===== config.mk =====
export PLATFORM = sky130hd
export DESIGN_NAME = bit_serializer
export DESIGN_NICKNAME = d
export VERILOG_FILES = /design/src/rtl/bit_serializer.sv
export SDC_FILE = /design/constraint.sdc
export NUM_CORES = 1
export LEC_CHECK = 0
export CAP_MARGIN = 20
export CORE_AREA = 3 3 40 42
export CTS_CLUSTER_DIAMETER = 100
export DETAILED_ROUTE_END_ITERATION = 10
export DIE_AREA = 0 0 43 45
export PLACE_DENSITY = 0.71
export SLEW_MARGIN = 25
export SYNTH_ARGS = -nofsm -noshare
export SYNTH_HDL_FRONTEND = slang
export SYNTH_SLANG_ARGS = --single-unit

===== constraint.sdc =====
create_clock -name Clock -period 1.56 [get_ports Clock]
set_clock_uncertainty 0.1 [all_clocks]
set_input_delay 0.156 -clock Clock [delete_from_list [all_inputs] [get_ports Clock]]
set_output_delay 0.156 -clock Clock [all_outputs]
set_load 0.01 [all_outputs]

===== src/rtl/bit_serializer.sv =====
// bit_serializer: loads an 8-bit word and shifts it out one bit every DIV clocks.
// The bit order is set at build time by SERIALIZER_LSB_FIRST_EN. It is MSB-first when that macro is undefined.
module bit_serializer #(
  parameter int unsigned DIV = 1
) (
  input  logic       Clock,
  input  logic       Reset,
  input  logic [7:0] din,
  input  logic       load,
  output logic       ready,
  output logic       x,
  output logic       x_valid,
  output logic       done
);

  typedef enum logic {IDLE, SEND} state_t;

  // The prescaler is kept at least one bit wide, so DIV=1 still works.
  // With DIV=1 the prescaler stays at 0, and 0 is also its last count.
  localparam int unsigned PW = (DIV > 1) ? $clog2(DIV) : 1;
  localparam logic [PW-1:0] PRE_LAST = PW'(DIV - 1);
  localparam logic [PW-1:0] PRE_ONE  = PW'(1);

  state_t        state, state_next;
  logic [7:0]    sh, sh_next, sh_shifted;
  logic [2:0]    bit_cnt, bit_next;
  logic [PW-1:0] pre, pre_next;
  logic          head;

`ifdef SERIALIZER_LSB_FIRST_EN
  assign head       = sh[0];
  assign sh_shifted = {1'b0, sh[7:1]};
`else
  assign head       = sh[7];
  assign sh_shifted = {sh[6:0], 1'b0};
`endif

  // NOTE: every signal gets a default first, so no path can leave one unassigned and no latch is inferred.
  always_comb begin
    state_next = state;
    sh_next    = sh;
    bit_next   = bit_cnt;
    pre_next   = pre;
    ready      = 1'b0;
    x          = 1'b0;
    x_valid    = 1'b0;
    done       = 1'b0;
    case (state)
      IDLE: begin
        ready = 1'b1;
        if (load) begin
          state_next = SEND;
          sh_next    = din;
          bit_next   = 3'd0;
          pre_next   = '0;
        end
      end
      SEND: begin
        x = head;
        if (pre == PRE_LAST) begin
          x_valid  = 1'b1;
          pre_next = '0;
          sh_next  = sh_shifted;
          bit_next = bit_cnt + 3'd1;
          if (bit_cnt == 3'd7) begin
            done       = 1'b1;
            state_next = IDLE;
          end
        end else begin
          pre_next = pre + PRE_ONE;
        end
      end
    endcase
  end

  // NOTE: state updates use non-blocking assignments, so every register sees the values from before the edge.
  always_ff @(posedge Clock or negedge Reset) begin
    if (!Reset) begin
      state   <= IDLE;
      sh      <= '0;
      bit_cnt <= '0;
      pre     <= '0;
    end else begin
      state   <= state_next;
      sh      <= sh_next;
      bit_cnt <= bit_next;
      pre     <= pre_next;
    end
  end

endmodule


### Word level (Yosys, flattened, before mapping)

Index checks and enable logic that the tools add are counted.

* register bits: 13
* latch bits: 0
* bits in writable memories: 0
* ROM bits: 0
* input port bits: 11
* word-level logic and storage cells: 31
* memories kept: 0

* $add $sub $neg: 2
* $mul: 0
* divide/modulo/power cells: 0
* order comparisons: 0
* equal/unequal tests: 3
* shift operators: 0
* multiplexer cells: 20
* bitwise operators: 1
* reductions and logical operators: 1

Operators with widths (count)
* two-way mux 8 bit: 2
* case mux 8 bit (2 select lines): 1
* two-way mux 1 bit: 12
* two-way mux 3 bit: 2
* case mux 3 bit (2 select lines): 1
* != test 2 bit (second input constant): 2
* case mux 1 bit (2 select lines): 2
* adder 3 x 1 -> 3 bit (second input constant): 1
* == test 3 bit (second input constant): 1
* AND reduction 2 bit: 1
* adder 1 bit (second input constant): 1
* inverter 1 bit: 1

### Logic depth before layout (Yosys ltp)

* word-level depth: 4
* gate-level depth with buffers: 3
* mapped depth without buffers: 3

### Worst setup path after synthesis

OpenSTA, ideal clock, no wires.

* path type: flip-flop to flip-flop
* start: register bit_cnt[0]
* end: register bit_cnt[2]
* setup time: 0.121 ns
* data arrival time: 1.029 ns
* setup slack: 0.310 ns
* cell stages (with the launch flop): 4
* buffers on the path: 0
* cells stage by stage: dfrtp_1 ha_1 ha_1 a22o_1

* longest elaborated chain between the ends: 3

RTL lines
* start, declared: RTL line 26 `logic [2:0] bit_cnt, bit_next;`
* start signal, assigned: RTL line 86 `bit_cnt <= bit_next;`
* adder 3 x 1 -> 3 bit: RTL line 64 `bit_next = bit_cnt + 3'd1;`
* two-way mux 3 bit: RTL line 60 `if (pre == PRE_LAST) begin`
* case mux 3 bit (2 select lines): RTL line 48 `case (state)`

Every way passes these cells. The select of a mux whose other input is x is not followed.
A chain may end at the register's enable or synchronous reset.

### Worst setup path after layout

* start: register bit_cnt[1]
* end: output done

* longest elaborated chain between the ends: 4

RTL lines
* == test 3 bit: RTL line 65 `if (bit_cnt == 3'd7) begin`
* two-way mux 1 bit: RTL line 65
* two-way mux 1 bit: RTL line 60
* two-way mux 1 bit: RTL line 48
* end, declared: RTL line 13 `output logic done`

Every way passes these cells.

==> results by group <==
Clocking
  • Clock transition at path regs: 80 ps
  • CTS Buffer Depth: 2
  • Clock sink total: 12
  • Hold_buf cts: 0
  • Clock root buffer: clkbuf_4
  • Clock Latency Late Sink: 270 ps
  • H-tree depth: 1
  • TritonCTS buffer count: 3
  • CTS tree: done

Floorplan
  • Die Ht: 45 um
  • Rows: 13
  • Die Width: 43 um
  • I/O pin total: 15
  • Starting Density: 43.3%
  • Die footprint: 0.00194 sq mm
  • Core area: 0.00128 sq mm

Final layout
  • Antenna diodes: 0
  • Final Cell Area: 791 sq um
  • Fill cells: 114
  • Most frequent cells in the layout: dfrtp_1 (11), clkdlybuf4s50_1 (11), o21ai_1 (9)
  • Layout cells sized above 1: 22.5%
  • Nets: 85
  • Syn-to-layout area delta: 42.0%

Placed design
  • Area post-placement: 729 sq um
  • Pre-CTS setup slack: -69.2 ps
  • Detailed placement HPWL: 754 um
  • Port Buffers: 14
  • RePlAce Congestion: 0.675

Critical path
  • FF-to-FF Start: state
  • Critical R2R Capture: bit_cnt[0]
  • Crit start category: register
  • Crit Path Max Fanout: 2
  • Worst R2R Path Depth: 4
  • Critical path cell sequence: ha_2 > ha_4 > and2_4 > buf_6
  • Required @ worst endpoint: 1300 ps
  • CP Capture Type: primary output
  • Crit-path slowest cell: dfrtp_1
  • WS Path Type: register to primary output
  • R2R setup slack: 210 ps
  • Critical path's largest stage delay: 390 ps
  • Worst EP arrival: 1280 ps

Synth
  • Synth Warn #: 0
  • Cell taking the most area after synthesis: dfrtp_1
  • Post-synth net total: 63
  • Sequential-to-total area share from yosys stat: 53.9%
  • Share of the synthesized area in the top cell type: 53.9%
  • Mapped Area: 557 sq um
  • Synth Register Bits: 12
  • Avg Inst Size Synth: 11.1 sq um
  • Synth top area cells: dfrtp_1 (54%), mux2i_1 (14%), o21ai_1 (8.1%), nand2_1 (4.7%), ha_1 (4.5%)
  • Count of cell types in the netlist: 14
  • Cells after synthesis: 50

Detailed routing
  • DRT antenna net count: 0
  • Drt first pass iters: 4
  • Via density: 4.85
  • Remaining DRCs: 0
  • Via count: 417
  • Initial DRC Count: 4
  • Avg WL per Cell: 11.7 um
  • Routed Wire Length: 1010 um

GRT
  • First-pass GRT wire length: 1700 um
  • GRT Total Usage: 12.3%
  • Largest net degree at the start of global routing: 13
  • Congestion Overflow GR: 0
  • Vias in the first global route: 402
  • Initial antenna violation count: 0

Hold path
  • HP Class: input pin to asynchronous set/reset pin

Outcome
  • Status: finished clean

Timing
  • Rel. slew slack: 65.9%
  • Max frequency: 651 MHz
  • RSZ-0062 raised after global routing: yes
  • Final Hold Vio Count: 0
  • Setup slack after layout: 22.9 ps
  • Finish-stage setup viols: 0
  • Max-slew violations: 0
  • Final min period: 1540 ps
  • Least-Margin Pin Slew: 510 ps
  • Period utilization: 98.5%

Power
  • Power Total: 1.26 mW
  • Max VDD drop: 0.987 mV
  • Leakage Power: 0.373 nW
  • P per Cell Area: 1600 mW/mm^2

Flow run
  • Number of max-cap violations: 0
[timing repair]
| action | in CTS | in global routing |
|---|---|---|
| setup buffers | 1 | 0 |
| pin swaps | 0 | 2 |
| resized for setup | 9 | 3 |
| endpoints found under the setup margin | 4 | 1 |
[layer usage]
metal / vias up / routed length (um) / GRT usage (%)
li1: 211 / - / -
met4: 0 / 22 / 10.8
met3: 4 / 52 / 2.39
met5: - / 0 / 0
met1: 192 / 478 / 15.8
met2: 10 / 454 / 17.7
[critical path: cells and delay by family (launching register included)]
kind                       cells  cell delay [ps]
adders and majority gates      2              370
buffers and inverters          1              110
DFF                            1              390
and+or+nand+nor                1              150
[area by class of cell]
| type | count | area, sq um | share of cell area, % |
|---|---|---|---|
| clock buffers | 4 | 36.3 | 4.59 |
| inverters | 1 | 3.75 | 0.475 |
| well taps | 15 | 18.8 | 2.37 |
| flip-flops and latches | 12 | 302 | 38.1 |
| multi-input cells | 34 | 246 | 31.2 |
| repair buffers | 20 | 184 | 23.3 |
[sequential cells by signal, indices dropped and copies added (netlist names)]
name	count
state	1
sh	8
bit_cnt	3
[synthesized netlist by cell type]
cell,instances
dfrtp_1,12
nor2_1,2
buf_2,1
buf_4,1
inv_2,1
and2_1,2
nand2_1,7
or3b_1,1
ha_1,2
buf_6,1
a22o_1,2
o21ai_1,9
mux2i_1,8
nand2b_1,1
[worst max-delay path by stage]
stage / start / end / slack [ps] / cells after the start
2_1_floorplan: bit_cnt[0] / bit_cnt[2] / 310 / 3
3_5_place_dp: bit_cnt[0] / done / -70 / 4
6_report: bit_cnt[1] / done / 20 / 4
4_1_cts: bit_cnt[0] / done / 20 / 4
3_3_place_gp: bit_cnt[0] / done / -50 / 4
5_1_grt: bit_cnt[1] / done / -10 / 4
[logic make-up after synthesis]
kind of cell    Yosys count  synth area share, %
mux                       8                 14.4
flops                    12                 53.9
simple gates             13                 11.0
fa+ha+maj                 2                 4.49
compound gates           11                 11.2
buf+inv                   4                 4.94
[report_power, final]
| group | internal, mW | switching, mW |
|---|---|---|
| clock network | 0.142 | 0.104 |
| logic | 0.283 | 0.214 |
| registers | 0.440 | 0.0810 |
[per-stage QoR]
stage                     utilization, %  TNS (ps)  instances  hold slack [ps]
after global placement              56.8     -48.1         81              368
after floorplan                        -         0         50             -240
after CTS                           60.1         0         86              131
final                               61.5         0         86              118
after detailed placement            56.8     -69.2         81              384
after global routing                61.5     -13.9         86              150
Power figures use the tool's default switching activity.
